$ cat config.mk
export PLATFORM = sky130hd
export DESIGN_NAME = fmac_operand_unpack_pipe
export DESIGN_NICKNAME = d
export VERILOG_FILES = /design/src/rtl/fmac_operand_unpack_pipe.sv
export SDC_FILE = /design/constraint.sdc
export NUM_CORES = 1
export LEC_CHECK = 0
export CAP_MARGIN = 15
export CORE_MARGIN = 3
export CORE_UTILIZATION = 46
export DETAILED_ROUTE_END_ITERATION = 10
export PLACE_DENSITY = 0.77
export SYNTH_ARGS = -nofsm -noshare
export SYNTH_HDL_FRONTEND = slang
export SYNTH_SLANG_ARGS = --single-unit
$ cat constraint.sdc
create_clock -name Clk_CI -period 15.6 [get_ports Clk_CI]
set_clock_uncertainty 0.05 [all_clocks]
set_input_delay 1.56 -clock Clk_CI [delete_from_list [all_inputs] [get_ports Clk_CI]]
set_output_delay 1.56 -clock Clk_CI [all_outputs]
set_load 0.1 [all_outputs]
$ cat src/rtl/fmac_operand_unpack_pipe.sv
// Two-stage elastic operand unpacker for the FMAC datapath: stage 1 splits and classifies
// each packed IEEE-754 operand, stage 2 pre-normalises denormals so consumers see 1.x mantissas.
module fmac_operand_unpack_pipe #(
    parameter int unsigned EXP_W   = 8,
    parameter int unsigned MANT_W  = 23,
    parameter int unsigned NUM_OPS = 3,
    parameter int unsigned TAG_W   = 4,
    localparam int unsigned OP_W   = 1 + EXP_W + MANT_W,
    localparam int unsigned XE_W   = EXP_W + 2
) (
    input  logic                          Clk_CI,
    input  logic                          Rst_RBI,
    input  logic                          Flush_SI,
    input  logic                          In_valid_SI,
    output logic                          In_ready_SO,
    input  logic                          Ftz_SI,
    input  logic [NUM_OPS*OP_W-1:0]       Operands_DI,
    input  logic [TAG_W-1:0]              Tag_DI,
    output logic                          Out_valid_SO,
    input  logic                          Out_ready_SI,
    output logic [NUM_OPS-1:0]            Sign_DO,
    output logic [NUM_OPS*XE_W-1:0]       Exp_DO,
    output logic [NUM_OPS*(MANT_W+1)-1:0] Mant_DO,
    output logic [NUM_OPS-1:0]            Zero_SO,
    output logic [NUM_OPS-1:0]            Inf_SO,
    output logic [NUM_OPS-1:0]            NaN_SO,
    output logic [NUM_OPS-1:0]            SNaN_SO,
    output logic [NUM_OPS-1:0]            DeN_SO,
    output logic [TAG_W-1:0]              Tag_DO
);

    localparam int unsigned LZ_W = $clog2(MANT_W + 1);

    // Leading zeros of a non-zero stored mantissa; result lies in 0..MANT_W-1.
    function automatic logic [LZ_W-1:0] lzc(input logic [MANT_W-1:0] m);
        logic [LZ_W-1:0] n;
        logic            found;
        n     = '0;
        found = 1'b0;
        for (int i = MANT_W - 1; i >= 0; i--) begin
            if (!found) begin
                if (m[i]) found = 1'b1;
                else      n     = n + LZ_W'(1);
            end
        end
        return n;
    endfunction

    logic v1_q, v1_d, v2_q, v2_d;
    logic s2_rdy, accept, move;

    logic [NUM_OPS-1:0]              s1_sign_q, s1_sign_d, s1_zero_q, s1_zero_d, s1_den_q, s1_den_d;
    logic [NUM_OPS-1:0]              s1_inf_q, s1_inf_d, s1_nan_q, s1_nan_d, s1_snan_q, s1_snan_d;
    logic [NUM_OPS-1:0][EXP_W-1:0]   s1_exp_q, s1_exp_d;
    logic [NUM_OPS-1:0][MANT_W-1:0]  s1_mant_q, s1_mant_d;
    logic [TAG_W-1:0]                s1_tag_q, s1_tag_d;

    logic [NUM_OPS-1:0]              s2_sign_q, s2_sign_d, s2_zero_q, s2_zero_d, s2_den_q, s2_den_d;
    logic [NUM_OPS-1:0]              s2_inf_q, s2_inf_d, s2_nan_q, s2_nan_d, s2_snan_q, s2_snan_d;
    logic [NUM_OPS-1:0][XE_W-1:0]    s2_exp_q, s2_exp_d;
    logic [NUM_OPS-1:0][MANT_W:0]    s2_mant_q, s2_mant_d;
    logic [TAG_W-1:0]                s2_tag_q, s2_tag_d;

    // Flush wins over any simultaneous accept or stage move.
    always_comb begin
        s2_rdy      = ~v2_q | Out_ready_SI;
        In_ready_SO = (~v1_q | s2_rdy) & ~Flush_SI;
        accept      = In_valid_SI & In_ready_SO;
        move        = v1_q & s2_rdy;
        v1_d        = Flush_SI ? 1'b0 : (accept | (v1_q & ~move));
        v2_d        = Flush_SI ? 1'b0 : (move | (v2_q & ~Out_ready_SI));
    end

    always_comb begin
        logic [EXP_W-1:0]  e;
        logic [MANT_W-1:0] m;
        // NOTE: every comb output starts from a hold/default value so no path can infer a latch.
        e         = '0;
        m         = '0;
        s1_sign_d = s1_sign_q;
        s1_zero_d = s1_zero_q;
        s1_den_d  = s1_den_q;
        s1_inf_d  = s1_inf_q;
        s1_nan_d  = s1_nan_q;
        s1_snan_d = s1_snan_q;
        s1_exp_d  = s1_exp_q;
        s1_mant_d = s1_mant_q;
        s1_tag_d  = s1_tag_q;
        if (accept) begin
            s1_tag_d = Tag_DI;
            for (int k = 0; k < NUM_OPS; k++) begin
                e = Operands_DI[k*OP_W+MANT_W +: EXP_W];
                m = Operands_DI[k*OP_W +: MANT_W];
                s1_sign_d[k] = Operands_DI[k*OP_W+OP_W-1];
                s1_exp_d[k]  = e;
                s1_mant_d[k] = m;
                // Flush-to-zero folds a denormal into the zero class, keeping its sign.
                s1_zero_d[k] = ~|e & (~|m | Ftz_SI);
                s1_den_d[k]  = ~|e & |m & ~Ftz_SI;
                s1_inf_d[k]  = &e & ~|m;
                s1_nan_d[k]  = &e & |m;
                s1_snan_d[k] = &e & |m & ~m[MANT_W-1];
            end
        end
    end

    always_comb begin
        logic [LZ_W-1:0] lz;
        lz        = '0;
        s2_sign_d = s2_sign_q;
        s2_zero_d = s2_zero_q;
        s2_den_d  = s2_den_q;
        s2_inf_d  = s2_inf_q;
        s2_nan_d  = s2_nan_q;
        s2_snan_d = s2_snan_q;
        s2_exp_d  = s2_exp_q;
        s2_mant_d = s2_mant_q;
        s2_tag_d  = s2_tag_q;
        if (move) begin
            s2_sign_d = s1_sign_q;
            s2_zero_d = s1_zero_q;
            s2_den_d  = s1_den_q;
            s2_inf_d  = s1_inf_q;
            s2_nan_d  = s1_nan_q;
            s2_snan_d = s1_snan_q;
            s2_tag_d  = s1_tag_q;
            for (int k = 0; k < NUM_OPS; k++) begin
                lz = lzc(s1_mant_q[k]);
                if (s1_zero_q[k]) begin
                    s2_exp_d[k]  = '0;
                    s2_mant_d[k] = '0;
                end else if (s1_den_q[k]) begin
                    s2_exp_d[k]  = -XE_W'(lz);
                    s2_mant_d[k] = {1'b0, s1_mant_q[k]} << (lz + LZ_W'(1));
                end else begin
                    s2_exp_d[k]  = XE_W'(s1_exp_q[k]);
                    s2_mant_d[k] = {1'b1, s1_mant_q[k]};
                end
            end
        end
    end

    // NOTE: the data registers are reset too, so outputs read as zero after reset, not stale.
    always_ff @(posedge Clk_CI or negedge Rst_RBI) begin
        if (!Rst_RBI) begin
            v1_q      <= 1'b0;
            v2_q      <= 1'b0;
            s1_sign_q <= '0; s1_zero_q <= '0; s1_den_q  <= '0; s1_inf_q <= '0;
            s1_nan_q  <= '0; s1_snan_q <= '0; s1_exp_q  <= '0; s1_mant_q <= '0;
            s1_tag_q  <= '0;
            s2_sign_q <= '0; s2_zero_q <= '0; s2_den_q  <= '0; s2_inf_q <= '0;
            s2_nan_q  <= '0; s2_snan_q <= '0; s2_exp_q  <= '0; s2_mant_q <= '0;
            s2_tag_q  <= '0;
        end else begin
            // NOTE: non-blocking updates let every flop sample pre-edge values together.
            v1_q      <= v1_d;
            v2_q      <= v2_d;
            s1_sign_q <= s1_sign_d; s1_zero_q <= s1_zero_d; s1_den_q  <= s1_den_d; s1_inf_q <= s1_inf_d;
            s1_nan_q  <= s1_nan_d;  s1_snan_q <= s1_snan_d; s1_exp_q  <= s1_exp_d; s1_mant_q <= s1_mant_d;
            s1_tag_q  <= s1_tag_d;
            s2_sign_q <= s2_sign_d; s2_zero_q <= s2_zero_d; s2_den_q  <= s2_den_d; s2_inf_q <= s2_inf_d;
            s2_nan_q  <= s2_nan_d;  s2_snan_q <= s2_snan_d; s2_exp_q  <= s2_exp_d; s2_mant_q <= s2_mant_d;
            s2_tag_q  <= s2_tag_d;
        end
    end

    assign Out_valid_SO = v2_q;
    assign Sign_DO      = s2_sign_q;
    assign Exp_DO       = s2_exp_q;
    assign Mant_DO      = s2_mant_q;
    assign Zero_SO      = s2_zero_q;
    assign Inf_SO       = s2_inf_q;
    assign NaN_SO       = s2_nan_q;
    assign SNaN_SO      = s2_snan_q;
    assign DeN_SO       = s2_den_q;
    assign Tag_DO       = s2_tag_q;

endmodule
==> flow_summary_export.csv, run 1 <==
group,metric,value,unit
drt,drt-wirelength-per-cell,21.7,um
placed_design,port-buffer-count,231,
synth,synthTopCellsByArea,"dfrtp_1 29%, nand2_1 10%, mux2i_1 7.3%",
power,total_power,3.44,mW
timing,worst_hold_slack,0.421,ns
clocking,cts_setup_buffers,0,
synth,synthesis.area_per_instance,7.87,um2
synth,net_count_after_synthesis,2848,
floorplanning,die_y,220,um
drt,detail_route.first_pass.iterations,5,
critical_path,critical_path.most_common_cell,"ha_1",
worst_hold_path,hold_class,"register to register",
critical_path,worst_path_largest_cell_delay,0.90,ns
critical_path,criticalPathCategory,"register to register",
synth,synth-edff-count,0,
global_route,grt_antenna_before_repair,4,
synth,post-synth-top-count-cell,"nand2_1",
drt,route.top_layer_used,"met5",
clocking,ctsLongestPathBuffers,3,
critical_path,crit_fanout,25,
timing,fmax,73.1,MHz
synth,synth-seq-area-share,28.6,%
drt,detail_route.wirelength,73700,um
timing,finalSetupViolations,0,
power,power_leakage,10.5,nW
critical_path,data_arrival_time_of_the_critical_path,14.10,ns
critical_path,worstPathBufferInverterCount,5,
layout,final_layout_size_suffix_gt1_share,7.27,%
floorplanning,fp.coreArea,44700,um2
clocking,cts-root-buf,"clkbuf_16",
layout,syn_to_final_growth,16.9,%
clocking,clock_insertion_delay_worst_skew,0.60,ns
global_route,grt_pass1_vias,20000,
timing,fin_setup_tns,0,ns
synth,netlist.top_cell.by_area,"dfrtp_1",
floorplanning,total_die_area,48400,um2
drt,drt-met1-wl,31200,um
timing,fin_crit,13.69,ns
synth,synth.ff_latch_count,241,
critical_path,critPathCaptureType,"register",
synth,synth_flop_cell,"dfrtp_1",
global_route,grt_overflow_total,0,
flow_run,cap_violations,0,
synth,netlist_area,21100,um2
timing,final-max-slew-violation-count,0,
global_route,maximum_number_of_pins_on_one_net_before_global_route_repair,107,
clocking,clock_input_transition_at_the_sequential_cells_of_the_worst_setup_and_hold_paths,0.07,ns
synth,ys.warnings.count,0,
drt,wl_met2,33400,um
outcome,run_status,"finished clean",
timing,min_period_over_period,87.7,%
clocking,hold_buffers,0,
timing,slew_headroom,24.4,%
global_route,grt_usage,29.5,%
clocking,cts_tree,"yes",
timing,worst_pin_slew,1.12,ns
floorplanning,floorplan.initialDensity,47.1,%
critical_path,delay_heaviest_family_cp,"compound AO/OA/AOI/OAI gates",
timing,rsz_0062_raised_after_global_routing,"no",
power,power-per-cell-area,140,nW/um2
synth,syn-instance-count,2676,
drt,vias,21000,
clocking,tritoncts_num_sinks,241,
clocking,post_cts_resize_count,0,
drt,drt-initial-drc-count,2115,
global_route,grt_pass1_wl,114000,um
synth,ys_top_cells_by_count,"573 x nand2_1, 241 x dfrtp_1, 204 x nor2_1",
clocking,tritoncts.num_buffers,30,
drt,detailroute.wirelength.met3,5950,um
drt,detail_route.drc_violations,0,
power,worst_ir_drop_vdd,0.114,mV
floorplanning,num_io_pins,232,
drt,route.antenna.remaining_nets,0,
synth,synth_cell_type_count,108,
synth,synth_async_sr_flop_share,100,%
placed_design,place_congestion,0.988,
critical_path,startpoint_type,"register",
drt,routed_via_density,6.19,
layout,final_net_count,2956,
placed_design,dp.final_hpwl,54000,um
clocking,ctsHtreeMaxLevel,1,
timing,finalHoldViolations,0,
critical_path,critPathSlowestCell,"ha_1",
floorplanning,fp-row-count,77,
floorplanning,dieWidth,220,um
critical_path,cp_data_required_time,16.02,ns
synth,yosys.area.top_type_share,28.6,%
## power by group
part	switching (mW)	total [mW]	internal, mW
Combinational	1.22	1.82	0.594
Sequential	0.154	0.869	0.716
Clock	0.304	0.756	0.452
## registers in the layout (all words and copies together) (netlist names), 4 cells and up
signal	count
s1_mant_q	69
Mant_DO	72
Tag_DO	4
Exp_DO	30
s1_tag_q	4
s1_exp_q	24
## cells in the final DEF (no fill, tap or decap), types with 24 or more instances in the layout
| cell type | instances |
|---|---|
| inv_1 | 59 |
| dfrtp_1 | 241 |
| nor4_1 | 36 |
| xnor2_1 | 78 |
| nand3_1 | 52 |
| a31oi_1 | 27 |
| o21ai_1 | 24 |
| nand2b_1 | 26 |
| a22oi_1 | 41 |
| mux2_2 | 33 |
| nor2b_1 | 40 |
| nand4_1 | 24 |
| xor2_1 | 28 |
| clkdlybuf4s50_1 | 230 |
| clkbuf_16 | 30 |
| and2_1 | 24 |
| a21oi_1 | 147 |
| mux2i_1 | 154 |
| or3_1 | 28 |
| nand2_1 | 572 |
| nor3_1 | 57 |
| ha_1 | 66 |
| o21ai_0 | 163 |
| nor2_1 | 204 |
## worst register-to-register path, delay by kind of cell, from the launching register on
kind | cells | cell delay, ns
compound gates | 26 | 5.23
flops | 1 | 0.57
mux | 4 | 0.89
buf+inv | 5 | 0.93
simple gates | 14 | 1.67
fa+ha+maj | 12 | 4.20
## through the flow
step | instances | cell area, um2 | setup slack [ns] | util [%]
after floorplan | 2676 | 21100 | 4.17 | -
after global placement | 3344 | 23500 | 2.30 | 52.6
after detailed placement | 3344 | 23500 | 2.24 | 52.6
after CTS | 3399 | 24600 | 2.20 | 55.0
after global routing | 3400 | 24600 | 0.785 | 55.0
final | 3400 | 24600 | 1.91 | 55.0
## routing by layer
layer / global-route usage (%) / vias up
met5: 0 / -
met4: 11.5 / 6
met3: 4.15 / 188
met2: 47.4 / 1033
met1: 40.2 / 10100
li1: - / 9686
## kinds of logic (layout without fill, tap and decap cells)
logic type                 after synthesis  in the layout  share of synthesized area, %
muxes                                  191            191                          9.42
DFF                                    241            241                          28.6
xor gates and xnor gates               138            138                          7.32
adders and majority gates               75             75                          4.35
buffers and inverters                  244            375                          5.05
AOI/OAI and AO/OA                      618            618                          18.9
and+or+nand+nor                       1169           1169                          26.3
other                                    0              1                             0
## worst paths after layout
check,startpoint,endpoint,slack (ns),cells past startpoint
setup / recovery,s1_mant_q[21],Mant_DO[20],1.91,61
hold / removal,s1_tag_q[1],Tag_DO[1],0.42,2
setup reg to reg,s1_mant_q[21],Mant_DO[20],1.91,61
hold reg to reg,s1_tag_q[1],Tag_DO[1],0.42,2
max in group asynchronous,Rst_RBI,s1_exp_q[17],12.84,2
min in group asynchronous,Rst_RBI,Tag_DO[0],1.00,1
## final cells by class
type                            instances  area (um2)
Tap cell                              592         741
Clock buffer                           37         807
Timing Repair Buffer                  254        2490
Clock inverter                         18         262
Antenna cell                            1        2.50
Sequential cell                       241        6030
Fill cell                            4124       20100
Multi-Input combinational cell       2191       14000
Inverter                               66         253
Note: power is estimated with default switching activity, not from simulation.
==> inputs of run 2 (changes only) <==
PLACE_DENSITY = 0.69   (was 0.77)
SLEW_MARGIN = 30   (was default)
==> flow_summary_export.csv, run 2 (same netlist as run 1, synthesis figures left out) <==
group,metric,value,unit
layout,post_layout_nonfiller_instances,3400,
clocking,cts-root-buf,"clkbuf_16",
timing,finalSetupViolations,0,
flow_run,cap_violations,0,
timing,slew_headroom,30.5,%
clocking,clock_input_transition_at_the_sequential_cells_of_the_worst_setup_and_hold_paths,0.06,ns
critical_path,cp_data_required_time,16.02,ns
clocking,cts_tree,"yes",
critical_path,critPathSlowestCell,"ha_1",
layout,highest_count_cells_in_the_layout_ignoring_fill_and_taps,"572 x nand2_1, 241 x dfrtp_1, 225 x clkdlybuf4s50_1",
floorplanning,num_io_pins,232,
clocking,tritoncts.num_buffers,30,
timing,finalHoldViolations,0,
global_route,grt_pass1_wl,114000,um
critical_path,worst_path_largest_cell_delay,0.89,ns
critical_path,worstPathBufferInverterCount,5,
critical_path,startpoint_type,"register",
drt,routed_via_density,6.14,
layout,insertedDiodeCount,0,
drt,detail_route.first_pass.iterations,5,
power,power_leakage,10.5,nW
floorplanning,fp.coreArea,44700,um2
global_route,grt_pass1_vias,20100,
global_route,grt_usage,29.4,%
outcome,run_status,"finished clean",
layout,final_net_count,2957,
critical_path,critPathCaptureType,"register",
global_route,maximum_number_of_pins_on_one_net_before_global_route_repair,95,
drt,route.antenna.remaining_nets,0,
clocking,ctsLongestPathBuffers,3,
floorplanning,floorplan.initialDensity,47.1,%
clocking,ctsHtreeMaxLevel,1,
placed_design,place_congestion,0.973,
placed_design,port-buffer-count,231,
drt,vias,20900,
timing,final-max-slew-violation-count,0,
critical_path,data_arrival_time_of_the_critical_path,13.87,ns
placed_design,dpl.cell_count,3345,
timing,fin_setup_tns,0,ns
critical_path,criticalPathCategory,"register to register",
drt,detail_route.wirelength,72900,um
drt,detail_route.drc_violations,0,
clocking,post_cts_resize_count,0,
critical_path,crit_fanout,25,
layout,utilization,55.1,%
drt,drt-wirelength-per-cell,21.5,um
critical_path,critical_path.most_common_cell,"ha_1",
clocking,hold_buffers,0,
global_route,grt_overflow_total,0,
timing,fmax,74.3,MHz
timing,rsz_0062_raised_after_global_routing,"no",
drt,drt-initial-drc-count,1942,
floorplanning,total_die_area,48400,um2
layout,fill_cells,4223,
global_route,grt_antenna_before_repair,0,
clocking,cts_setup_buffers,0,
timing,worst_pin_slew,1.04,ns
clocking,tritoncts_num_sinks,241,
floorplanning,fp-row-count,77,
clocking,clock_insertion_delay_worst_skew,0.61,ns
placed_design,dp.final_hpwl,53900,um
critical_path,delay_heaviest_family_cp,"compound AO/OA/AOI/OAI gates",
timing,fin_crit,13.45,ns
floorplanning,dieWidth,220,um
timing,min_period_over_period,86.2,%
power,power-per-cell-area,139,nW/um2
floorplanning,die_y,220,um
layout,syn_to_final_growth,17.1,%
layout,layout_commonest_cell,"nand2_1",
critical_path,timing.reg2reg.setup_slack,2.15,ns
layout,final_layout_size_suffix_gt1_share,7.69,%
layout,largest_reg_flops,72,
power,worst_ir_drop_vdd,0.0971,mV
worst_hold_path,hold_class,"register to register",
## run 2: cell types whose count changed in the layout (fill, tap and decap cells not counted), sizes merged
| cell | delta |
|---|---|
| clkbuf | -1 |
| diode | -1 |
| inv | +2 |
| buf | +6 |
| clkdlybuf4s50 | -5 |
| clkinv | +3 |
| clkinvlp | -4 |
## run 2: final timing paths
path                       cells past startpoint           end          start
min in group asynchronous                      1    SNaN_SO[0]        Rst_RBI
setup reg to reg                              64   Mant_DO[21]  s1_mant_q[21]
max in group asynchronous                      3  s1_sign_q[2]        Rst_RBI
hold reg to reg                                2     NaN_SO[1]    s1_nan_q[1]
hold / removal                                 2     NaN_SO[1]    s1_nan_q[1]
setup / recovery                              64   Mant_DO[21]  s1_mant_q[21]
## run 2: cell type report
cell class	instances	area, um2	area share, %
multi-input combinational	2191	14100	57.0
sequential	241	6030	24.5
timing repair buffer	255	2500	10.1
clock buffer	36	813	3.30
tap	592	741	3.01
clock inverter	19	260	1.06
inverter	66	253	1.03
## run 2: metal layers
metal | up-vias | track usage [%] | part of all wire (%)
li1 | 9708 | - | -
met1 | 10100 | 40.2 | 43
met2 | 913 | 48.5 | 47
met3 | 132 | 4.04 | 7.8
met4 | 0 | 8.56 | 3.1
met5 | - | 0 | 0
## run 2: tightest hold or removal path, cell delays in order (launching register included)
cell	delay (ns)
dfrtp_1	0.34
nand2_1	0.05
nand2_1	0.05
## run 2: report_power, final
part	switching (mW)	leakage (nW)	internal, mW
registers	0.153	3.05	0.716
logic	1.21	6.95	0.594
clock network	0.305	0.535	0.456
total	1.67	10.5	1.77
## run 2: per-stage QoR
| stage | setup slack (ns) | power (mW) | hold WS, ns | cell area [um2] |
|---|---|---|---|---|
| after global placement | 2.55 | 2.62 | 0.400 | 23500 |
| after floorplan | 4.17 | 2.18 | 0.389 | 21100 |
| after CTS | 2.30 | 3.42 | 0.425 | 24600 |
| after detailed placement | 2.32 | 2.65 | 0.407 | 23600 |
| after global routing | 1.01 | 3.61 | 0.443 | 24600 |
| final | 2.15 | 3.44 | 0.419 | 24600 |
